`src/rtl/car_alarm_siren_controller_if.sv`:
```
// Siren controller bus: raw alarm condition in, buzzer/status out.
// SilenceButton is present only when SIREN_SILENCE_EN is defined.
interface car_alarm_siren_controller_if #(
    parameter int MAX_BEEPS = 3
);
    localparam int W = $clog2(MAX_BEEPS + 1);

    logic         CarAlarmSignal;
`ifdef SIREN_SILENCE_EN
    logic         SilenceButton;
`endif
    logic         BuzzerOut;
    logic         AlarmActive;
    logic [W-1:0] BeepCount;

    // Master: the alarm condition stage / driver controls
    modport master (
        output CarAlarmSignal,
`ifdef SIREN_SILENCE_EN
        output SilenceButton,
`endif
        input  BuzzerOut,
        input  AlarmActive,
        input  BeepCount
    );

    // Slave: the siren controller
    modport slave (
        input  CarAlarmSignal,
`ifdef SIREN_SILENCE_EN
        input  SilenceButton,
`endif
        output BuzzerOut,
        output AlarmActive,
        output BeepCount
    );
endinterface

```
`src/rtl/car_alarm_siren_controller.sv`:
```
// Car alarm siren controller: debounces CarAlarmSignal, then plays a latched
// pattern of MAX_BEEPS on/off pulses followed by a re-trigger holdoff.
// Optional feature macro: SIREN_SILENCE_EN (adds SilenceButton; silence
// aborts the beep pattern into HOLDOFF, or drops qualification back to IDLE).
module car_alarm_siren_controller #(
    parameter int DEBOUNCE_CYCLES = 4,
    parameter int BEEP_ON_CYCLES  = 8,
    parameter int BEEP_OFF_CYCLES = 8,
    parameter int MAX_BEEPS       = 3,
    parameter int HOLDOFF_CYCLES  = 16
) (
    input  logic                         Clock,
    input  logic                         Reset,
    car_alarm_siren_controller_if.slave  sirenBus
);
    localparam int W = $clog2(MAX_BEEPS + 1);

    // One shared timer serves qualification, beep on/off and holdoff; size it
    // for the largest terminal count among them.
    localparam int MAX_A  = (DEBOUNCE_CYCLES > BEEP_ON_CYCLES) ? DEBOUNCE_CYCLES : BEEP_ON_CYCLES;
    localparam int MAX_B  = (BEEP_OFF_CYCLES > HOLDOFF_CYCLES) ? BEEP_OFF_CYCLES : HOLDOFF_CYCLES;
    localparam int MAX_T  = (MAX_A > MAX_B) ? MAX_A : MAX_B;
    localparam int TW     = (MAX_T > 1) ? $clog2(MAX_T) : 1;

    localparam logic [TW-1:0] QUAL_LAST = TW'(DEBOUNCE_CYCLES - 1);
    localparam logic [TW-1:0] ON_LAST   = TW'(BEEP_ON_CYCLES - 1);
    localparam logic [TW-1:0] OFF_LAST  = TW'(BEEP_OFF_CYCLES - 1);
    localparam logic [TW-1:0] HOLD_LAST = TW'(HOLDOFF_CYCLES - 1);
    localparam logic [W-1:0]  BEEP_LAST = W'(MAX_BEEPS);

    typedef enum logic [2:0] {
        IDLE     = 3'd0,
        QUALIFY  = 3'd1,
        BEEP_ON  = 3'd2,
        BEEP_OFF = 3'd3,
        HOLDOFF  = 3'd4
    } sirenState_t;

    sirenState_t   state_r;
    logic [TW-1:0] timer_r;
    logic [W-1:0]  beepCnt_r;
    logic          silence_s;

`ifdef SIREN_SILENCE_EN
    assign silence_s = sirenBus.SilenceButton;
`else
    assign silence_s = 1'b0;
`endif

    // Outputs decode straight from the state register so they change exactly
    // at the edge that changes state.
    assign sirenBus.BuzzerOut   = (state_r == BEEP_ON);
    assign sirenBus.AlarmActive = (state_r == BEEP_ON) || (state_r == BEEP_OFF);
    assign sirenBus.BeepCount   = beepCnt_r;

    // Siren sequencing FSM with its timer and beep counter.
    always_ff @(posedge Clock) begin
        if (Reset) begin
            state_r   <= IDLE;
            timer_r   <= {TW{1'b0}};
            beepCnt_r <= {W{1'b0}};
        end else begin
            case (state_r)
                IDLE: begin
                    beepCnt_r <= {W{1'b0}};
                    timer_r   <= {TW{1'b0}};
                    if (sirenBus.CarAlarmSignal) begin
                        if (DEBOUNCE_CYCLES == 1) begin
                            state_r <= BEEP_ON;
                        end else begin
                            state_r <= QUALIFY;
                            timer_r <= TW'(1);
                        end
                    end else begin
                        state_r <= IDLE;
                    end
                end

                QUALIFY: begin
                    if (silence_s || !sirenBus.CarAlarmSignal) begin
                        state_r <= IDLE;
                        timer_r <= {TW{1'b0}};
                    end else if (timer_r == QUAL_LAST) begin
                        state_r <= BEEP_ON;
                        timer_r <= {TW{1'b0}};
                    end else begin
                        timer_r <= timer_r + TW'(1);
                    end
                end

                // The input is deliberately not looked at while beeping: the
                // pattern is latched once it starts.
                BEEP_ON: begin
                    if (silence_s) begin
                        state_r <= HOLDOFF;
                        timer_r <= {TW{1'b0}};
                    end else if (timer_r == ON_LAST) begin
                        state_r   <= BEEP_OFF;
                        timer_r   <= {TW{1'b0}};
                        beepCnt_r <= beepCnt_r + W'(1);
                    end else begin
                        timer_r <= timer_r + TW'(1);
                    end
                end

                BEEP_OFF: begin
                    if (silence_s) begin
                        state_r <= HOLDOFF;
                        timer_r <= {TW{1'b0}};
                    end else if (timer_r == OFF_LAST) begin
                        timer_r <= {TW{1'b0}};
                        if (beepCnt_r == BEEP_LAST) begin
                            state_r <= HOLDOFF;
                        end else begin
                            state_r <= BEEP_ON;
                        end
                    end else begin
                        timer_r <= timer_r + TW'(1);
                    end
                end

                // Timer saturates; leaving needs both the minimum time and a
                // low sample, so a persistent condition cannot re-trigger.
                HOLDOFF: begin
                    if (timer_r == HOLD_LAST) begin
                        if (!sirenBus.CarAlarmSignal) begin
                            state_r   <= IDLE;
                            timer_r   <= {TW{1'b0}};
                            beepCnt_r <= {W{1'b0}};
                        end else begin
                            state_r <= HOLDOFF;
                        end
                    end else begin
                        timer_r <= timer_r + TW'(1);
                    end
                end

                default: begin
                    state_r   <= IDLE;
                    timer_r   <= {TW{1'b0}};
                    beepCnt_r <= {W{1'b0}};
                end
            endcase
        end
    end
endmodule

```
`src/flat_wrapper.sv`:
```
// flat-port wrapper written by rule: the top's interface ports become plain ports
module car_alarm_siren_controller_flat 
#(
    parameter int DEBOUNCE_CYCLES = 4,
    parameter int BEEP_ON_CYCLES  = 8,
    parameter int BEEP_OFF_CYCLES = 8,
    parameter int MAX_BEEPS       = 3,
    parameter int HOLDOFF_CYCLES  = 16
)
  (Clock, Reset, sirenBus_CarAlarmSignal, sirenBus_BuzzerOut, sirenBus_AlarmActive, sirenBus_BeepCount);
  car_alarm_siren_controller_if #(.MAX_BEEPS(MAX_BEEPS)) sirenBus_i ();
  input  logic Clock;
  input  logic Reset;
  input wire logic [$bits(sirenBus_i.CarAlarmSignal)-1:0] sirenBus_CarAlarmSignal;
  output wire logic [$bits(sirenBus_i.BuzzerOut)-1:0] sirenBus_BuzzerOut;
  output wire logic [$bits(sirenBus_i.AlarmActive)-1:0] sirenBus_AlarmActive;
  output wire logic [$bits(sirenBus_i.BeepCount)-1:0] sirenBus_BeepCount;
  assign sirenBus_i.CarAlarmSignal = sirenBus_CarAlarmSignal;
  assign sirenBus_BuzzerOut = sirenBus_i.BuzzerOut;
  assign sirenBus_AlarmActive = sirenBus_i.AlarmActive;
  assign sirenBus_BeepCount = sirenBus_i.BeepCount;
  car_alarm_siren_controller #(.DEBOUNCE_CYCLES(DEBOUNCE_CYCLES), .BEEP_ON_CYCLES(BEEP_ON_CYCLES), .BEEP_OFF_CYCLES(BEEP_OFF_CYCLES), .MAX_BEEPS(MAX_BEEPS), .HOLDOFF_CYCLES(HOLDOFF_CYCLES)) u_core (.Clock(Clock), .Reset(Reset), .sirenBus(sirenBus_i));
endmodule
```
`config.mk`:
```
export PLATFORM = sky130hd
export DESIGN_NAME = car_alarm_siren_controller_flat
export DESIGN_NICKNAME = d
export VERILOG_FILES = /design/src/rtl/car_alarm_siren_controller_if.sv /design/src/rtl/car_alarm_siren_controller.sv /design/src/flat_wrapper.sv
export SDC_FILE = /design/constraint.sdc
export NUM_CORES = 1
export LEC_CHECK = 0
export CAP_MARGIN = 15
export CELL_PAD_IN_SITES_DETAIL_PLACEMENT = 0
export CELL_PAD_IN_SITES_GLOBAL_PLACEMENT = 1
export CORE_MARGIN = 2
export CORE_UTILIZATION = 43
export DETAILED_ROUTE_END_ITERATION = 16
export PLACE_DENSITY_LB_ADDON = 0.1
export SLEW_MARGIN = 20
export SYNTH_ARGS = -nofsm -noshare
export SYNTH_HDL_FRONTEND = slang
export SYNTH_SLANG_ARGS = --single-unit
```
`constraint.sdc`:
```
create_clock -name Clock -period 4.38 [get_ports Clock]
set_clock_uncertainty 0.15 [all_clocks]
set_input_delay 1.314 -clock Clock [delete_from_list [all_inputs] [get_ports Clock]]
set_output_delay 1.314 -clock Clock [all_outputs]
set_load 0.1 [all_outputs]
```
==> flow_metrics.tcl <==
set metrics [dict create \
    status "complete, no violations" \
    synth.distinct_cells 35 \
    worst-path-buf-inv 1 \
    pwr-share-seq_pct 44.5 \
    rr_endpoint "u_core.sirenBus.BeepCount[0]$_SDFFE_PP0P_" \
    die_area_um2 1740 \
    cts_sinks 9 \
    numCtsBuffers 3 \
    cp_top_family "buffers and inverters" \
    synth_edf_count 0 \
    cts.clk_slew.worst_paths_ns 0.06 \
    critPathMaxFanout 4 \
    fin_tns_setup_ns 0 \
    setup_viol 0 \
    clkPwrFrac_pct 32.4 \
    wl_per_cell_um 14.4 \
    syn-mean-instance-area_um2 9.00 \
    wl_met3_um 42 \
    cts_max_path_buffers 2 \
    cts_resized 0 \
    vdd_ir_drop_max_v 0.000130 \
    wl_met1_um 605 \
    min_from "u_core.timer_r[1]$_SDFFE_PP0P_" \
    io_pins 7 \
    p_leak_nw 0.265 \
    antenna_found_initial 0 \
    crit_type "reg -> out" \
    design.core.area_um2 1320 \
    gp_congestion 0.679 \
    grt_pass1_vias 460 \
    final_cell_mix "9 x dfxtp_1, 5 x inv_1, 5 x a21oi_1" \
    r2r_start "u_core.state_r[2]$_SDFFE_PP0P_" \
    drive_above_1_share_pct 13.9 \
    slew_violations 0 \
    grt_overflow_total 0 \
    syn_nets 73 \
    clock_latency_ns 0.27 \
    start_util_pct 46.4 \
    cts_max_level 1 \
    drtIter0Drc 2 \
    ys_async_sr_fraction_pct 0 \
    r2r_cells 4 \
    min_path_cells 2 \
    firstDrtPassIters 2 \
    fp.dieW_um 41.7 \
    synth_top_cell_by_area "dfxtp_1" \
    synthCells 68 \
    setup.worst_path.start_class "flip-flop" \
    mostFrequentLayoutCell "dfxtp_1" \
    synth_warnings 0 \
    io_buffers 6 \
    tightestPinTransition_ns 0.962 \
    hold_end "u_core.timer_r[1]$_SDFFE_PP0P_" \
    hold_buffers 0 \
    synth.top_cell.area_share_pct 29.4 \
    finalHoldViolCount 0 \
    synth_flop_cell "dfxtp_1" \
    grt_usage_pct 16.4 \
    slew_headroom_pct 35.6 \
    final_nets 78 \
    dr.max_layer_used "met4" \
    root_buffer "clkbuf_4" \
    areaGrowthSynthToFinish_pct 10.8 \
    path_cells "clkdlybuf4s50_1" \
    cts_tree "built" \
    power-per-cell-area_nw_per_um2 306 \
    worstPathArrival_ns 1.79 \
    grt_pass1_wl_um 2150 \
    synth_top_cells_by_area "dfxtp_1 29%, xnor2_1 5.7%, a311oi_4 4.3%, a21oi_1 4.1%, ha_1 4.1%" \
    cp.required_ns 2.92 \
    fp.dieH_um 41.7 \
    seq_area_frac_synth_pct 29.4 \
    p_int_w 0.000138 \
    max-cap-violations 0 \
    post-dp-hpwl_um 885 \
    wl_um 1250 \
    num_rows 13 \
    nFillCells 133 \
    power.share.switching_pct 33.6 \
    timing.hold.ws_ns 0.367 \
    n_antenna_cell 0 \
    period_needed_ns 3.25 \
    ys_ff_latch 9 \
    wl_met2_um 573 \
    vias_per_cell 5.89 \
    ant_nets 0 \
    power_frac_comb_pct 23.1 \
    worst_setup_path_end_kind "output pin" \
    finalCritPeriodShare_pct 74.2 \
    vias 512 \
    route.detailed.drc 0 \
    switchingPower_w 0.0000697 \
    slowest_stage "clkdlybuf4s50_1" \
    cp_slowest_stage_delay_ns 1.15 \
    max_freq_mhz 308 \
    postCtsSetupBuffers 0 \
    hold_class "reg -> reg" \
    r2r_slack_ns 2.42 \
    syn-cell-area_um2 612 \
    rsz0062_at_grt "no" \
    grt_max_degree 14 \
]
[layer usage]
layer | vias to the layer above | global-route usage (%)
met3 | 5 | 6.52
met2 | 6 | 22.2
met4 | 0 | 9.68
li1 | 257 | -
met1 | 244 | 21.5
met5 | - | 0
[kinds of logic (layout without fill, tap and decap cells)]
logic type	Yosys count	count (layout)	synth area share, %
compound gates	20	20	28.2
simple gates	19	19	18.2
buf+inv	11	15	8.59
flops	9	9	29.4
xor+xnor	4	4	5.73
mux	3	3	5.73
fa+ha+maj	2	2	4.09
[final cells by class]
class,count,area [um^2],area share [%]
clock buffer,4,26.3,3.87
inverter,5,18.8,2.77
multi-input combinational,48,379,55.9
sequential,9,180,26.6
tap,15,18.8,2.77
timing repair buffer,6,55.1,8.12
[synthesized netlist by cell type, types with 2 or more instances]
| master | number |
|---|---|
| nand3_1 | 2 |
| nor2_1 | 4 |
| a41o_1 | 2 |
| ha_1 | 2 |
| mux2i_1 | 2 |
| buf_4 | 2 |
| nor2b_1 | 2 |
| a21oi_1 | 5 |
| o31ai_1 | 2 |
| xnor2_1 | 4 |
| buf_2 | 3 |
| nand2_1 | 3 |
| inv_1 | 5 |
| dfxtp_1 | 9 |
[stage by stage]
stage | total power [W] | instances | utilization [%] | worst slack (ns) | cell area, um^2
2_1_floorplan | 0.000133 | 68 | - | 0.0975 | 612
3_3_place_gp | 0.000143 | 83 | 49.5 | 1.41 | 652
3_5_place_dp | 0.000142 | 83 | 49.5 | 1.39 | 652
4_1_cts | 0.000211 | 87 | 51.5 | 1.11 | 678
5_1_grt | 0.000220 | 87 | 51.5 | 1.05 | 678
6_report | 0.000208 | 87 | 51.5 | 1.13 | 678
[registers in the layout, indices dropped and copies added (netlist names)]
| name | count |
|---|---|
| u_core.timer_r | 4 |
| u_core.state_r | 3 |
| u_core.sirenBus.BeepCount | 2 |
[worst max path at each step]
stage                                                    from                        endpoint  slack [ns]  cells after the start
finish              u_core.sirenBus.BeepCount[0]$_SDFFE_PP0P_           sirenBus_BeepCount[0]        1.13                      1
global route        u_core.sirenBus.BeepCount[0]$_SDFFE_PP0P_           sirenBus_BeepCount[0]        1.05                      1
floorplan                      u_core.state_r[1]$_SDFFE_PP0P_              sirenBus_BuzzerOut         0.1                      3
CTS                 u_core.sirenBus.BeepCount[0]$_SDFFE_PP0P_           sirenBus_BeepCount[0]        1.11                      1
global placement    u_core.sirenBus.BeepCount[0]$_SDFFE_PP0P_           sirenBus_BeepCount[0]        1.41                      1
detailed placement                    sirenBus_CarAlarmSignal  u_core.timer_r[1]$_SDFFE_PP0P_        1.39                      5
[power by group through the flow]
stage,clock network [W],registers [W],logic (W)
after floorplan,0,0.0000925,0.0000407
final,0.0000671,0.0000924,0.0000480
after global routing,0.0000745,0.0000934,0.0000518
after detailed placement,0,0.0000942,0.0000479
after CTS,0.0000707,0.0000924,0.0000481
after global placement,0,0.0000944,0.0000483
No activity file was read; power rests on OpenSTA's default activity.
==> RTL edit 1: new RTL, same settings <==
Encoding of `sirenState_t`: now one-hot (5 bits for 5 states).
--- a/src/rtl/car_alarm_siren_controller.sv
+++ b/src/rtl/car_alarm_siren_controller.sv
@@ -28,12 +28,12 @@
     localparam logic [TW-1:0] HOLD_LAST = TW'(HOLDOFF_CYCLES - 1);
     localparam logic [W-1:0]  BEEP_LAST = W'(MAX_BEEPS);
 
-    typedef enum logic [2:0] {
-        IDLE     = 3'd0,
-        QUALIFY  = 3'd1,
-        BEEP_ON  = 3'd2,
-        BEEP_OFF = 3'd3,
-        HOLDOFF  = 3'd4
+    typedef enum logic [4:0] {
+        IDLE     = 5'b00001,
+        QUALIFY  = 5'b00010,
+        BEEP_ON  = 5'b00100,
+        BEEP_OFF = 5'b01000,
+        HOLDOFF  = 5'b10000
     } sirenState_t;
 
     sirenState_t   state_r;
Behaviour: no difference found for any inputs over 10 cycles, from zero or initial values and one cycle with Reset high; not proved beyond that.
==> RTL edit 1 against the unedited design <==
  * Critical path depth unchanged
  * Synthesized cell count increased by 57%
  * Worst setup slack improved by 2.9 ps
  * Critical path type unchanged
  * Via count increased by 47%
  * Total power decreased by 3.8%
  * Sequential cell count increased by 2
  * Final cell count increased by 57%
  * Synthesized area increased by 47%
  * Cell area increased by 43%
  * Sequential share of layout area decreased by 3.8 points
  * First-iteration DRC count increased by 100%
  * Critical endpoint unchanged
  * Wire length increased by 47%
==> RTL edit 1: results (changes against the unedited design) <==
Finish
  – # fillers: 219 (+65%)
  – Layout Nets: 116 (+49%)
  – Largest reg by FF count: u_core.state_r
  – Finished Layout Cells: 137 (+57%)
  – Largest register FFs: 5 (+1)

Place
  – Post-DP HPWL: 1370 µm (+55%)
  – Placed Instances: 133 (+60%)
  – Global placement routability congestion: 0.780 (+15%)

Detailed routing
  – Via-to-Cell Ratio: 5.51 (-6.4%)
  – Drt wl/cell: 13.4 µm (-6.8%)
  – Drt pass-1 iters: 4 (+2)

Yosys
  – Synth top area cells: dfxtp_1 24%, nor4b_4 5.3%, a21oi_1 5.0%, xor2_1 3.9%, nand2_1 3.7%
  – Post-Syn Area per Cell: 8.43 µm² (-6.3%)
  – Top post-synthesis cells by count: 11 x dfxtp_1, 9 x a21oi_1, 9 x nand2_1, 9 x nor2_1
  – Syn_nets: 112 (+53%)
  – Synth cell types: 41 (+17%)
  – Sequential cell area fraction in the yosys report: 24.4% (-5.0 points)

Global route
  – Met1 usage: 22.7% (+1.2 points)
  – Vias in the first global route: 702 (+53%)
  – GR Util met3: 4.55% (-2.0 points)
  – First-pass GRT wire length: 3220 µm (+50%)
  – Largest net degree at the start of global routing: 19 (+5)
  – Met2 GRT Util: 25.8% (+3.6 points)

Pwr
  – Power in the clock group: 0.0698 mW (+4.0%)
  – Power Dens Cells: 206 nW/µm² (-33%)
  – Peak supply drop: 0.000186 V (+44%)
  – Leakage power: 0.342 nW (+29%)
  – Net Sw Power: 0.0528 mW (-24%)
  – Seq pwr share: 54.1% (+9.6 points)

Timing
  – Slew margin rel.: 35.0% (-0.64 points)

Status
  – Status: complete, no violations

Worst setup path
  – Maximum fanout along the worst path: 3 (-1)
## RTL edit 1: layout make-up
class	count	area, µm²	area share (%)
clock buffer	3	22.5	2.33
clock inverter	1	5.00	0.517
inverter	4	15.0	1.55
multi-input combinational	85	617	63.7
sequential	11	220	22.7
tap	27	33.8	3.49
timing repair buffer	6	55.1	5.68
## RTL edit 1: stage by stage
stage / cell area (µm²) / hold slack [ps] / setup WS [ps]
final: 968 / 321 / 1130
after global routing: 968 / 365 / 1030
after CTS: 968 / 327 / 1120
after detailed placement: 941 / 316 / 1300
after global placement: 941 / 312 / 1330
after floorplan: 908 / 299 / 548
## RTL edit 1: worst paths after layout
path | start | end | slack (ps) | cells past startpoint
min | u_core.timer_r[1]$_SDFFE_PP0P_ | u_core.timer_r[1]$_SDFFE_PP0P_ | 320 | 2
min reg2reg | u_core.timer_r[1]$_SDFFE_PP0P_ | u_core.timer_r[1]$_SDFFE_PP0P_ | 320 | 2
max | u_core.sirenBus.BeepCount[0]$_SDFFE_PP0P_ | sirenBus_BeepCount[0] | 1130 | 1
max reg2reg | u_core.state_r[4]$_SDFFE_PP0P_ | u_core.timer_r[0]$_SDFFE_PP0P_ | 2350 | 5
## RTL edit 1: layer usage
metal | wire length (µm) | part of all wire (%)
met1 | 916 | 50
met2 | 857 | 47
met3 | 39 | 2.1
met4 | 24 | 1.3
met5 | 0 | 0
## RTL edit 1: kinds of logic (layout without fill, tap and decap cells)
group                      Yosys count  in the layout  synth area share [%]
and+or+nand+nor                     49             49                  35.4
AOI/OAI and AO/OA                   28             28                  23.6
xor gates and xnor gates             5              5                  4.85
buffers and inverters               11             14                  7.90
adders and majority gates            2              2                  2.77
muxes                                1              1                  1.11
DFF                                 11             11                  24.4
==> RTL edit 2: new RTL, same settings <==
Made on the original files. `DEBOUNCE_CYCLES` is set to 4 in 2 places; all go to 2.
--- a/src/rtl/car_alarm_siren_controller.sv
+++ b/src/rtl/car_alarm_siren_controller.sv
@@ -3,7 +3,7 @@
 // Optional feature macro: SIREN_SILENCE_EN (adds SilenceButton; silence
 // aborts the beep pattern into HOLDOFF, or drops qualification back to IDLE).
 module car_alarm_siren_controller #(
-    parameter int DEBOUNCE_CYCLES = 4,
+    parameter int DEBOUNCE_CYCLES = 2,
     parameter int BEEP_ON_CYCLES  = 8,
     parameter int BEEP_OFF_CYCLES = 8,
     parameter int MAX_BEEPS       = 3,
--- a/src/flat_wrapper.sv
+++ b/src/flat_wrapper.sv
@@ -1,7 +1,7 @@
 // flat-port wrapper written by rule: the top's interface ports become plain ports
 module car_alarm_siren_controller_flat 
 #(
-    parameter int DEBOUNCE_CYCLES = 4,
+    parameter int DEBOUNCE_CYCLES = 2,
     parameter int BEEP_ON_CYCLES  = 8,
     parameter int BEEP_OFF_CYCLES = 8,
     parameter int MAX_BEEPS       = 3,
Behaviour: not the same (Yosys sat finds a counterexample within 4 cycles, from zero or initial values and one cycle with Reset high).
==> RTL edit 2 against the unedited design <==
  * Worst setup slack is essentially flat
  * Count of clock-buffer cells in the layout stayed put
  * Synthesized area is 7.8% higher
  * Wire length grew 3.8%
  * Synthesized cell count is the same
  * Register-to-register slack improved by 100 ps
  * First-iteration DRC count increased to 3.0 times the old value
  * Sequential cell count unchanged
  * Cell area rose by 5.5%
Power is not compared: it rests on default switching activity, and its combinational part moved more than twofold at a synthesized area within 25%.
==> RTL edit 2: results (changes against the unedited design) <==
Finish
  – Layout Nets: 80 (+2.6%)
  – Fraction of layout cells with a size suffix above 1: 20.5% (+6.7 points)
  – # fillers: 162 (+22%)
  – N_diodes: 0 (unchanged)
  – Largest reg by FF count: u_core.timer_r
  – Largest register FFs: 4 (unchanged)

Pwr
  – Peak supply drop: 0.000422 V
  – Leakage power: 0.295 nW

Worst setup path
  – CP peak stage delay: 1150 ps (about the same)
  – Reg2Reg Setup Slack: 2520 ps (+100 ps)
  – Worst reg2reg path depth: 5 (+1)
  – Crit-path slowest cell: clkdlybuf4s50_1
  – R2R Path Start: u_core.timer_r[0]$_SDFFE_PP0P_
  – R2R Path End: u_core.sirenBus.BeepCount[0]$_SDFFE_PP0P_
  – Maximum fanout along the worst path: 4 (unchanged)
  – Critical path arrival: 1790 ps (about the same)
  – Delay-heaviest family, CP: buffers and inverters

Yosys
  – Main synth FF type: dfxtp_1
  – Sequential cell area fraction in the yosys report: 27.3% (-2.1 points)
  – Syn_nets: 74 (+1.4%)
  – Compound-Gate Fraction of Synth Area: 24.9% (-3.4 points)
  – Top post-synthesis cells by count: 9 x dfxtp_1, 7 x nor2_1, 4 x inv_1
  – Ys async rst share: 0% (unchanged)
  – XOR/XNOR share of the synthesized area: 3.98% (-1.7 points)
  – Synth top area cells: dfxtp_1 27%, ha_1 5.7%, buf_6 5.1%, nor2_1 4.0%, xnor2_1 4.0%
  – Yosys warns: 0 (unchanged)
  – Post-synthesis mux area share: 5.12% (-0.60 points)
  – Synth cell types: 40 (+14%)
  – Post-synthesis adder-cell area fraction: 5.69% (+1.6 points)

Place
  – Post-DP HPWL: 970 µm (+9.6%)
  – PortBufs: 6 (unchanged)
  – Post-DP Area: 689 µm² (+5.8%)
  – Global placement routability congestion: 0.722 (+6.3%)

Global route
  – Vias in the first global route: 470 (+2.2%)
  – Initial antenna violation count: 0 (unchanged)
  – Largest net degree at the start of global routing: 12 (-2)
  – GRT Total Usage: 15.7% (-0.72 points)
  – First-pass GRT wire length: 2130 µm (-0.61%)

Clock network
  – CTS buffer count: 3 (unchanged)
  – Post-CTS Resized: 0 (unchanged)
  – Clk Latency, worst-skew pair: 270 ps (about the same)
  – Post CTS Setup Buffer Count: 0 (unchanged)
  – CTS Buffer Depth: 2 (unchanged)
  – Clock transition at path regs: 60 ps (about the same)

Detailed routing
  – Via-to-Cell Ratio: 5.76 (-2.1%)
  – Drt pass-1 iters: 4 (+2)
  – Starting DRT DRC Count: 6 (+4)
  – Drt wl/cell: 14.6 µm (+1.5%)

Status
  – Status: complete, no violations

Min path
  – Worst Hold Class: reg -> reg
  – WHS Path Cells: 2 (unchanged)
  – Hold Path End: u_core.timer_r[1]$_SDFFE_PP0P_
  – Worst hold start: u_core.timer_r[1]$_SDFFE_PP0P_

Timing
  – WHS: 358 ps (-9.03 ps)
  – Slew margin rel.: 35.4% (-0.27 points)
RTL edit 2: cell count changes after synthesis, sizes merged, moves of 2 or more:
cell    before  now
nand2        3    1
a311oi       2    0
nor3         1    3
nor2         4    7
o31ai        2    0
o311ai       0    2
RTL edit 2: power groups by stage:
stage / Combinational (mW) / Clock, mW / Sequential, mW
2_1_floorplan: 0.284 / 0 / 0.133
3_3_place_gp: 0.308 / 0 / 0.144
3_5_place_dp: 0.307 / 0 / 0.146
4_1_cts: 0.308 / 0.0673 / 0.144
5_1_grt: 0.330 / 0.0732 / 0.150
6_report: 0.306 / 0.0672 / 0.143
RTL edit 2: routing by layer:
layer / global-route usage [%] / routed length (µm) / vias to the layer above
met4: 10.9 / 37 / 0
met2: 23.6 / 584 / 10
met3: 2.98 / 40 / 5
met5: 0 / 0 / -
li1: - / - / 263
met1: 19.8 / 637 / 235
RTL edit 2: logic make-up after synthesis:
kind of cell | count (synthesis)
adder cells (fa/ha/maj) | 3
XOR/XNOR | 3
flip-flops | 9
AND/OR/NAND/NOR | 24
multiplexers | 2
buffers and inverters | 9
AO/OA/AOI/OAI | 18
RTL edit 2: worst max-delay path by stage:
stage	depth (start not counted)	slack, ps	end	startpoint
after global placement	1	1430	sirenBus_BeepCount[0]	u_core.sirenBus.BeepCount[0]$_SDFFE_PP0P_
after global routing	1	1060	sirenBus_BeepCount[0]	u_core.sirenBus.BeepCount[0]$_SDFFE_PP0P_
final	1	1130	sirenBus_BeepCount[0]	u_core.sirenBus.BeepCount[0]$_SDFFE_PP0P_
after floorplan	5	760	sirenBus_BuzzerOut	u_core.state_r[1]$_SDFFE_PP0P_
after CTS	1	1120	sirenBus_BeepCount[0]	u_core.sirenBus.BeepCount[0]$_SDFFE_PP0P_
after detailed placement	1	1420	sirenBus_BeepCount[0]	u_core.sirenBus.BeepCount[0]$_SDFFE_PP0P_
RTL edit 2: final cells by class:
| cell class | instances | share of cell area [%] |
|---|---|---|
| flip-flops and latches | 9 | 25.2 |
| well taps | 16 | 2.80 |
| repair buffers | 6 | 7.69 |
| multi-input cells | 50 | 58.6 |
| inverters | 4 | 2.10 |
| clock buffers | 4 | 3.67 |
RTL edit 2: stage by stage:
stage          utilization [%]  instances  worst slack, ps
4_1_cts                   48.6         89             1120
5_1_grt                   48.6         89             1060
3_5_place_dp              46.9         85             1420
3_3_place_gp              46.9         85             1430
2_1_floorplan                -         68              761
6_report                  48.6         89             1130
